## config.mk

```make
export PLATFORM = sky130hd
export DESIGN_NAME = stack_arbiter
export DESIGN_NICKNAME = d
export VERILOG_FILES = /design/src/rtl/stack_arbiter.sv
export SDC_FILE = /design/constraint.sdc
export NUM_CORES = 1
export LEC_CHECK = 0
export CAP_MARGIN = 20
export CORE_ASPECT_RATIO = 0.75
export CORE_MARGIN = 4
export CORE_UTILIZATION = 29
export CTS_CLUSTER_DIAMETER = 40
export DETAILED_ROUTE_END_ITERATION = 7
export GPL_TIMING_DRIVEN = 0
export PLACE_DENSITY_LB_ADDON = 0.1
export SETUP_SLACK_MARGIN = 0.1
export SLEW_MARGIN = 10
export SYNTH_ARGS = -nofsm -noshare
export SYNTH_HDL_FRONTEND = slang
export SYNTH_SLANG_ARGS = --single-unit
```

## constraint.sdc

```tcl
create_clock -name clk -period 3.3 [get_ports clk]
set_input_delay 0.495 -clock clk [delete_from_list [all_inputs] [get_ports clk]]
set_output_delay 0.495 -clock clk [all_outputs]
set_load 0.05 [all_outputs]
```

## src/rtl/stack_arbiter.sv

```systemverilog
// Two-client round-robin arbiter in front of a shared LIFO stack; screens push-when-full / pop-when-empty.
// Latency: request sampled in IDLE at cycle N, stack strobe at N+1, pop data captured at N+2, ack at N+3.
// Backpressure: one transaction in flight; a client holds req until its ack, the other waits in IDLE.
module stack_arbiter #(
    parameter int WIDTH = 8
) (
    input  logic             clk,
    input  logic             rst,
    input  logic             req0,
    input  logic             req1,
    input  logic             op0,
    input  logic             op1,
    input  logic [WIDTH-1:0] wdata0,
    input  logic [WIDTH-1:0] wdata1,
    output logic             ack0,
    output logic             ack1,
    output logic             err0,
    output logic             err1,
    output logic [WIDTH-1:0] rdata,
    output logic             stk_push,
    output logic             stk_pop,
    output logic [WIDTH-1:0] stk_data_in,
    input  logic [WIDTH-1:0] stk_data_out,
    input  logic             stk_empty,
    input  logic             stk_full
);

    typedef enum logic [1:0] {
        IDLE    = 2'd0,
        ISSUE   = 2'd1,
        CAPTURE = 2'd2,
        DONE    = 2'd3
    } state_t;

    state_t           state_q, state_d;
    logic             last_q,  last_d;   // client granted most recently
    logic             sel_q,   sel_d;    // client owning the current transaction
    logic             op_q,    op_d;     // 0 = push, 1 = pop
    logic [WIDTH-1:0] data_q,  data_d;
    logic             err_q,   err_d;    // operation rejected by flag screening
    logic [WIDTH-1:0] rdata_q, rdata_d;

    logic grant_vld;
    logic grant_sel;
    logic legal;

    // Arbitration: a lone requester wins outright, a tie goes to the client that was not served last
    always_comb begin
        grant_vld = req0 | req1;
        grant_sel = (req0 & req1) ? ~last_q : req1;
        legal     = op_q ? ~stk_empty : ~stk_full;
    end

    // State register
    always_ff @(posedge clk) begin
        if (rst) begin
            state_q <= IDLE;
        end else begin
            state_q <= state_d;
        end
    end

    // Next-state logic: every transaction walks IDLE -> ISSUE -> CAPTURE -> DONE
    always_comb begin
        state_d = state_q;
        case (state_q)
            IDLE:    if (grant_vld) state_d = ISSUE;
            ISSUE:   state_d = CAPTURE;
            CAPTURE: state_d = DONE;
            DONE:    state_d = IDLE;
            default: state_d = IDLE;
        endcase
    end

    // Datapath next-state: latch the granted request, record rejection, capture popped word
    always_comb begin
        last_d  = last_q;
        sel_d   = sel_q;
        op_d    = op_q;
        data_d  = data_q;
        err_d   = err_q;
        rdata_d = rdata_q;
        case (state_q)
            IDLE: begin
                if (grant_vld) begin
                    sel_d  = grant_sel;
                    last_d = grant_sel;
                    op_d   = grant_sel ? op1 : op0;
                    data_d = grant_sel ? wdata1 : wdata0;
                end
            end
            ISSUE: begin
                // flags are honoured only as seen in this cycle
                err_d = ~legal;
            end
            CAPTURE: begin
                // stack output is valid the cycle after the pop edge, i.e. now
                if (op_q && !err_q) begin
                    rdata_d = stk_data_out;
                end
            end
            DONE: begin
                err_d = 1'b0;
            end
            default: ;
        endcase
    end

    // Datapath registers
    always_ff @(posedge clk) begin
        if (rst) begin
            last_q  <= 1'b1;
            sel_q   <= 1'b0;
            op_q    <= 1'b0;
            data_q  <= '0;
            err_q   <= 1'b0;
            rdata_q <= '0;
        end else begin
            last_q  <= last_d;
            sel_q   <= sel_d;
            op_q    <= op_d;
            data_q  <= data_d;
            err_q   <= err_d;
            rdata_q <= rdata_d;
        end
    end

    // Outputs decoded from state and owner; strobes additionally gated by this cycle's flags
    always_comb begin
        ack0        = (state_q == DONE) & ~sel_q;
        ack1        = (state_q == DONE) &  sel_q;
        err0        = (state_q == DONE) & ~sel_q & err_q;
        err1        = (state_q == DONE) &  sel_q & err_q;
        stk_push    = (state_q == ISSUE) & ~op_q & legal;
        stk_pop     = (state_q == ISSUE) &  op_q & legal;
        stk_data_in = data_q;
        rdata       = rdata_q;
    end

endmodule

```

==> results of run 1 <==
## power breakdown
group / internal (mW) / switching, mW / leakage [nW]
logic: 0.270 / 0.414 / 0.495
clock network: 0.162 / 0.0914 / 0.0357
registers: 0.339 / 0.0511 / 0.181
total: 0.771 / 0.557 / 0.712
## stage by stage
step	instance area, um^2	setup WS, ns	util (%)
2_1_floorplan	1064	1.048	-
3_3_place_gp	1647	0.8092	48.42
3_5_place_dp	1647	0.7768	48.42
4_1_cts	1718	0.7716	50.52
5_1_grt	1718	0.6454	50.52
6_report	1718	0.7814	50.52
## sequential cells by signal, indices dropped and copies added (netlist names)
signal,count
last_q,1
op_q,1
stk_data_in,8
sel_q,1
rdata,8
err_q,1
state_q,2
## how the worst max path moves through the flow
stage,cells past startpoint,start,to,slack (ns)
2_1_floorplan,3,state_q[1],stk_push,1.05
3_3_place_gp,3,stk_full,stk_push,0.81
3_5_place_dp,3,stk_full,stk_push,0.78
4_1_cts,3,stk_full,stk_push,0.77
5_1_grt,3,state_q[0],stk_push,0.65
6_report,3,stk_full,stk_push,0.78
## worst max-delay path, cell delays in order
cell and delay [ns]:
clkdlybuf4s50_1 0.41, nor3b_1 0.26, clkdlybuf4s50_1 0.86
## cells by family (layout without fill, tap and decap cells)
| kind of cell | count (synthesis) | after routing | synth area share, % |
|---|---|---|---|
| adder cells (fa/ha/maj) | 4 | 4 | 4.706 |
| multiplexers | 9 | 9 | 8.471 |
| AO/OA/AOI/OAI | 27 | 27 | 22.00 |
| AND/OR/NAND/NOR | 43 | 43 | 17.41 |
| buffers and inverters | 9 | 65 | 5.999 |
| flip-flops | 22 | 22 | 41.41 |
## synth_stat cells, types with 2 or more instances
library cell	instances	area (um^2)
inv_1	2	7.510
nor3_1	2	10.01
buf_4	2	15.01
mux2i_1	9	90.09
nand2_1	11	41.29
dfxtp_1	22	440.4
a21oi_1	10	50.05
nor2_1	23	86.33
nor3b_1	2	15.01
ha_1	4	50.05
a211oi_2	9	112.6
## final cells by class
cell class,instances,share of cell area [%]
buffer,7,3.277
clock buffer,3,2.403
clock inverter,1,1.748
inverter,2,0.4370
multi-input combinational,83,32.56
sequential,22,25.64
tap,50,3.642
timing repair buffer,52,30.30
## routing by layer
metal	vias to the layer above	GRT usage [%]	wire, um
met5	-	0	0
met4	0	1.995	31
met3	4	5.341	204
met2	31	21.22	1345
met1	460	15.27	1315
li1	506	-	-
==> qor.yml, run 1 <==
power:
  leakagePower_nw: 0.7118
  total_power_mw: 1.328
  vdd_drop_max_uv: 347.4
  p_per_area_mw_per_mm2: 772.9
sta:
  min_period_ns: 2.519
  rsz0062_at_grt: "no"
  slew_headroom_pct: 64.31
  finalMaxSlewViolations: 0
  tns_ns: 0
  fmax_mhz: 397.0
  timing.final.crit_share_pct: 76.32
  finalSetupViolCount: 0
  worst_slew_pin_slew_ns: 0.5337
  hold_ws_ns: 0.4969
  skew_ns: 0.008583
  hold_violations: 0
critical_path:
  cp-end-kind: "output port"
  arrival_ns: 2.02
  critPathMaxFanout: 2
  path_class: "input port to output port"
  required_ns: 2.80
  reg2reg_slack_ns: 1.84
  worstReg2RegEnd: "stk_data_in[5]"
  r2r_cells: 6
  r2r_start: "state_q[0]"
  worst_setup_path_start_kind: "input port"
finish:
  antennaDiodeCount: 0
  finalNetCount: 207
  drive_above_1_share_pct: 13.53
  regArea_um2: 440.4
  multi_input_area_um2: 559.3
  most-common-layout-cells: "52 x clkdlybuf4s50_1, 23 x nor2_1, 22 x dfxtp_1"
  final_common_cell: "clkdlybuf4s50_1"
  fill_cells: 319
  area_growth_syn_to_layout_pct: 61.53
  final-instance-count-excl-fill: 220
floorplan:
  pin_count: 54
  placementRows: 18
  fp.dieW_um: 77.93
  start_util_pct: 31.27
  fp.dieH_um: 60.45
  core_area_mm2: 0.003401
  dieArea_mm2: 0.004710
min_path:
  holdPathEnd: "rdata[2]"
  holdPathStages: 2
  hp-start: "rdata[2]"
  worstHoldPathType: "flip-flop to flip-flop"
placed_design:
  dp.cells: 216
  io_buffers: 52
  dp_hpwl_um: 2226
  gp_congestion: 0.7170
flow_run:
  cap_violations: 0
clock_tree:
  ctsHoldBuffers: 0
  cts_buffers: 3
  clk_latency_ns: 0.26
  cts.clk_slew.worst_paths_ns: 0.09
  cts-resized-gates: 0
  post_cts_buffers: 0
  clock-sinks: 22
  root_buffer: "clkbuf_8"
  cts-htree-levels: 1
  clockBufferDepth: 2
  cts_tree: "done"
routing:
  drtIter0Drc: 43
  post_drt_wl_per_cell_um: 13.16
  antenna_left: 0
  drc: 0
  drt_wl_total_um: 2896
  routed_via_density: 4.550
  vias: 1001
  drtPass1Iterations: 4
synthesis:
  ys.flop_type: "dfxtp_1"
  synth-seq-cells: 22
  ys_seq_area_share_pct: 41.41
  synth.distinct_cells: 29
  synthCells: 114
  yosys_warnings: 0
  syn_area_per_cell_um2: 9.329
  synth_edf_count: 0
  synth_area_mm2: 0.001064
  syn_nets: 150
  postSynth.asyncResetShare_pct: 0
global_routing:
  grt_pass1_vias: 983
  grt_pass1_wl_um: 4623
  antenna_found_initial: 0
  grtUsageTotal_pct: 12.48
  grt_remaining_overflow: 0
  grt_max_degree: 14
outcome:
  run_status: "complete, no violations"
Note: power is estimated with default switching activity, not from simulation.
==> run 2: changes to the inputs <==
Clock period 3.3 ns to 2.1 ns, I/O delays scaled along.
==> run 2 against run 1 <==
Compared with the run above:
- worst hold slack worse by 0.067 ns
- non-clock buffer count unchanged
- first-iteration DRC count is 53% lower
- sequential power increased by 58%
- clock-buffer cell count unchanged
- critical endpoint unchanged
- worst setup slack worse by 0.58 ns
- highest routed layer unchanged
==> qor.yml, run 2 (same netlist as run 1, synthesis figures left out) <==
outcome:
  run_status: "complete, no violations"
sta:
  finalMaxSlewViolations: 0
  rsz0062_at_grt: "no"
  finalSetupViolCount: 0
  timing.final.crit_share_pct: 90.23
  min_period_ns: 1.895
  fin_ws_ns: 0.2051
  hold_violations: 0
  worst_slew_pin_slew_ns: 0.5134
  tns_ns: 0
  fmax_mhz: 527.7
  slew_headroom_pct: 65.67
  skew_ns: 0.0006113
clock_tree:
  ctsHoldBuffers: 0
  post_cts_buffers: 0
  cts_tree: "done"
  cts.clk_slew.worst_paths_ns: 0.08
  clk_latency_ns: 0.26
  clockBufferDepth: 2
  root_buffer: "clkbuf_8"
  cts-htree-levels: 1
  cts_buffers: 3
  clock-sinks: 22
critical_path:
  path_cells: "inv_1 -> ha_1 -> nor3b_2 -> clkdlybuf4s15_1"
  path_class: "flip-flop to output port"
  reg2reg_slack_ns: 0.65
  worst_setup_path_start_kind: "flip-flop"
  r2r_cells: 6
  max_stage_delay_ns: 0.53
  cp-end-kind: "output port"
  r2r_start: "state_q[0]"
  slowest_stage: "clkdlybuf4s15_1"
  critPathMaxFanout: 4
  arrival_ns: 1.58
  required_ns: 1.78
  worstReg2RegEnd: "stk_data_in[5]"
routing:
  routed_via_density: 4.582
  drt_wl_total_um: 2799
  drc: 0
  antenna_left: 0
  vias: 1008
  drtIter0Drc: 20
  post_drt_wl_per_cell_um: 12.72
  drtPass1Iterations: 4
power:
  total_power_mw: 2.068
  leakagePower_nw: 0.7281
  vdd_drop_max_uv: 717.2
  p_per_area_mw_per_mm2: 1209
floorplan:
  core_area_mm2: 0.003401
  dieArea_mm2: 0.004710
  start_util_pct: 31.27
  fp.dieW_um: 77.93
  placementRows: 18
  pin_count: 54
  fp.dieH_um: 60.45
finish:
  antennaDiodeCount: 0
  area_growth_syn_to_layout_pct: 60.82
  finalNetCount: 207
  most-common-layout-cells: "46 x clkdlybuf4s50_1, 23 x nor2_1, 22 x dfxtp_1"
  drive_above_1_share_pct: 15.29
  fin_area_mm2: 0.001710
  final_common_cell: "clkdlybuf4s50_1"
placed_design:
  gp_congestion: 0.7366
  dp_hpwl_um: 2184
  io_buffers: 52
  place_area_mm2: 0.001652
  dp_slack_ns: 0.03425
min_path:
  worstHoldPathType: "input port to flip-flop"
  holdPathEnd: "state_q[0]"
  holdPathStages: 3
  hp-start: "req0"
global_routing:
  grt_max_degree: 14
  antenna_found_initial: 0
  grt_pass1_vias: 972
  grt_remaining_overflow: 0
  grtUsageTotal_pct: 12.45
  grt_pass1_wl_um: 4533
flow_run:
  cap_violations: 0
run 2: cell count changes in the layout (fill, tap and decap cells not counted):
cell	change
clkbuf_2	+2
clkdlybuf4s15_1	+2
clkdlybuf4s50_1	-6
dlygate4sd2_1	+2
nor3b_1	-1
nor3b_2	+1
run 2: cell type report:
type / instances / area [um^2]
inverter: 2 / 7.507
clock buffer: 3 / 41.29
timing repair buffer: 52 / 508.0
fill: 312 / 1690
sequential: 22 / 440.4
tap: 50 / 62.56
multi-input combinational: 83 / 564.3
clock inverter: 1 / 30.03
buffer: 7 / 56.30
run 2: worst max path at each step:
stage | start | to | slack, ns | cells after the start
detailed placement | stk_full | stk_push | 0.03 | 3
global placement | stk_full | stk_push | 0.04 | 3
finish | state_q[1] | stk_push | 0.21 | 4
floorplan | state_q[0] | ack0 | 0.50 | 2
global route | state_q[1] | stk_push | 0.11 | 4
CTS | state_q[1] | stk_push | 0.17 | 4
run 2: what timing repair did:
action                                  CTS  global route
resized for setup                         6             6
hold endpoints to repair                  0             0
endpoints found under the setup margin    6             4
run 2: report_power, final:
part	internal [mW]	total (mW)	switching, mW
clock	0.255	0.392	0.137
sequential	0.533	0.618	0.0853
combinational	0.417	1.06	0.641
total	1.20	2.07	0.863
run 2: per-layer routing:
layer  share of wire (%)  vias up  wire length, um  global-route usage [%]
met5                   0        -                0                       0
met4                 2.3        0               63                   5.486
met3                 6.5        7              181                   4.748
met2                  45       26             1248                   20.24
met1                  47      470             1305                   15.01
li1                    -      505                -                       -
run 2: critical path: cells and delay by family (launching register included):
| family | cells | cell delay, ns |
|---|---|---|
| adder cells (fa/ha/maj) | 1 | 0.17 |
| buffers and inverters | 2 | 0.61 |
| flip-flops | 1 | 0.34 |
| AND/OR/NAND/NOR | 1 | 0.19 |
run 2: metrics by stage:
step                hold WS (ns)  utilization [%]  cells
finish                    0.4299            50.29    220
global route              0.4546            50.29    220
CTS                       0.4130            50.44    220
detailed placement        0.4878            48.57    216
global placement          0.4752            48.57    216
floorplan                 0.4216                -    114
==> run 3: changes to the inputs <==
Settings changed: MAX_ROUTING_LAYER from default to met4.
==> run 3 against run 2 <==
Compared with the run above:
- utilization unchanged
- highest routed layer unchanged
- clock skew hardly changed
- sequential power about the same
- clock power about the same
- largest power group unchanged
- register-to-register slack about the same
- final cell count unchanged
- sequential share of layout area did not move
- critical endpoint unchanged
- worst setup slack about the same
- flip-flop and latch count unchanged
==> qor.yml, run 3 (same netlist as run 1, synthesis figures left out) <==
critical_path:
  path_cells: "inv_1 -> ha_1 -> nor3b_2 -> clkdlybuf4s15_1"
  arrival_ns: 1.58
  max_stage_delay_ns: 0.53
  critPathMaxFanout: 4
  slowest_stage: "clkdlybuf4s15_1"
  cp-end-kind: "output port"
  path_class: "flip-flop to output port"
  required_ns: 1.78
  worst_setup_path_start_kind: "flip-flop"
finish:
  area_growth_syn_to_layout_pct: 60.82
  fill_cells: 312
  most-common-layout-cells: "46 x clkdlybuf4s50_1, 23 x nor2_1, 22 x dfxtp_1"
  final_common_cell: "clkdlybuf4s50_1"
  finalNetCount: 207
  drive_above_1_share_pct: 15.29
  antennaDiodeCount: 0
  final-instance-count-excl-fill: 220
floorplan:
  core_area_mm2: 0.003401
  pin_count: 54
  placementRows: 18
  fp.dieH_um: 60.45
  start_util_pct: 31.27
  dieArea_mm2: 0.004710
  fp.dieW_um: 77.93
routing:
  drtPass1Iterations: 4
  routed_via_density: 4.582
  drtIter0Drc: 20
  post_drt_wl_per_cell_um: 12.72
  drt_wl_total_um: 2798
  antenna_left: 0
  vias: 1008
  drc: 0
sta:
  tns_ns: 0
  rsz0062_at_grt: "no"
  skew_ns: 0.0005952
  min_period_ns: 1.895
  fmax_mhz: 527.7
  hold_violations: 0
  finalMaxSlewViolations: 0
  slew_headroom_pct: 65.67
  timing.final.crit_share_pct: 90.24
  finalSetupViolCount: 0
  worst_slew_pin_slew_ns: 0.5134
clock_tree:
  post_cts_buffers: 0
  cts_tree: "done"
  cts_buffers: 3
  cts-resized-gates: 6
  ctsHoldBuffers: 0
  clk_latency_ns: 0.26
  cts-htree-levels: 1
  clock-sinks: 22
  root_buffer: "clkbuf_8"
  clockBufferDepth: 2
  cts.clk_slew.worst_paths_ns: 0.08
global_routing:
  grt_pass1_vias: 972
  antenna_found_initial: 0
  grtUsageTotal_pct: 12.86
  grt_remaining_overflow: 0
  grt_pass1_wl_um: 4533
  grt_max_degree: 14
power:
  leakagePower_nw: 0.7281
  vdd_drop_max_uv: 717.4
  p_per_area_mw_per_mm2: 1209
  p_sw_mw: 0.8633
  internal-power_mw: 1.204
  seqPwrFrac_pct: 29.9
  comb_power_share_pct: 51.2
  switching_share_pct: 41.75
  clkPwrFrac_pct: 18.9
flow_run:
  cap_violations: 0
placed_design:
  dp_hpwl_um: 2184
  gp_congestion: 0.7456
  dp.cells: 216
  io_buffers: 52
min_path:
  worstHoldPathType: "input port to flip-flop"
outcome:
  run_status: "complete, no violations"
run 3: cell counts in the layout (fill, tap and decap cells not counted):
Identical to the previous run, type by type.
run 3: worst max-delay path: cells and delay by family, from the launching register on:
family | cells | cell delay [ns]
and+or+nand+nor | 1 | 0.19
buffers and inverters | 2 | 0.61
DFF | 1 | 0.34
adders and majority gates | 1 | 0.17
run 3: per-stage QoR:
stage               power [mW]  instance area (um^2)  setup WS (ns)  util [%]  hold slack [ns]
floorplan                1.376                  1069         0.4994         -           0.4216
global placement         1.679                  1652        0.03858     48.57           0.4752
detailed placement       1.696                  1652        0.03425     48.57           0.4878
CTS                      2.094                  1715         0.1695     50.44           0.4130
global route             2.213                  1710         0.1124     50.29           0.4546
finish                   2.068                  1710         0.2050     50.29           0.4300
run 3: final cells by class:
cell class                 count  area [um^2]  share of cell area (%)
timing repair buffer          52        508.0                   29.70
inverter                       2        7.507                  0.4389
clock inverter                 1        30.03                   1.756
sequential                    22        440.4                   25.75
buffer                         7        56.30                   3.292
clock buffer                   3        41.29                   2.414
multi-input combinational     83        564.3                   32.99
tap                           50        62.56                   3.658
run 3: metal layers:
layer  vias to the layer above  track usage (%)  wire length (um)  share of wire, %
met5                         -                -                 0                 0
met4                         0            5.486                61               2.2
met1                       470            15.10              1314                47
met2                        26            20.24              1249                45
li1                        505                -                 -                 -
met3                         7            4.599               172               6.1
run 3: worst paths after layout:
| check | cells after the start | start | slack (ns) | end |
|---|---|---|---|---|
| setup / recovery | 4 | state_q[1] | 0.21 | stk_push |
| hold reg to reg | 2 | rdata[4] | 0.50 | rdata[4] |
| setup reg to reg | 6 | state_q[0] | 0.65 | stk_data_in[5] |
| hold / removal | 3 | req0 | 0.43 | state_q[0] |
run 3: power by group through the flow:
stage	sequential [mW]	combinational, mW	clock [mW]
after floorplan	0.851	0.525	0
after global placement	0.622	1.06	0
after detailed placement	0.628	1.07	0
after CTS	0.619	1.06	0.410
after global routing	0.635	1.15	0.427
final	0.618	1.06	0.392
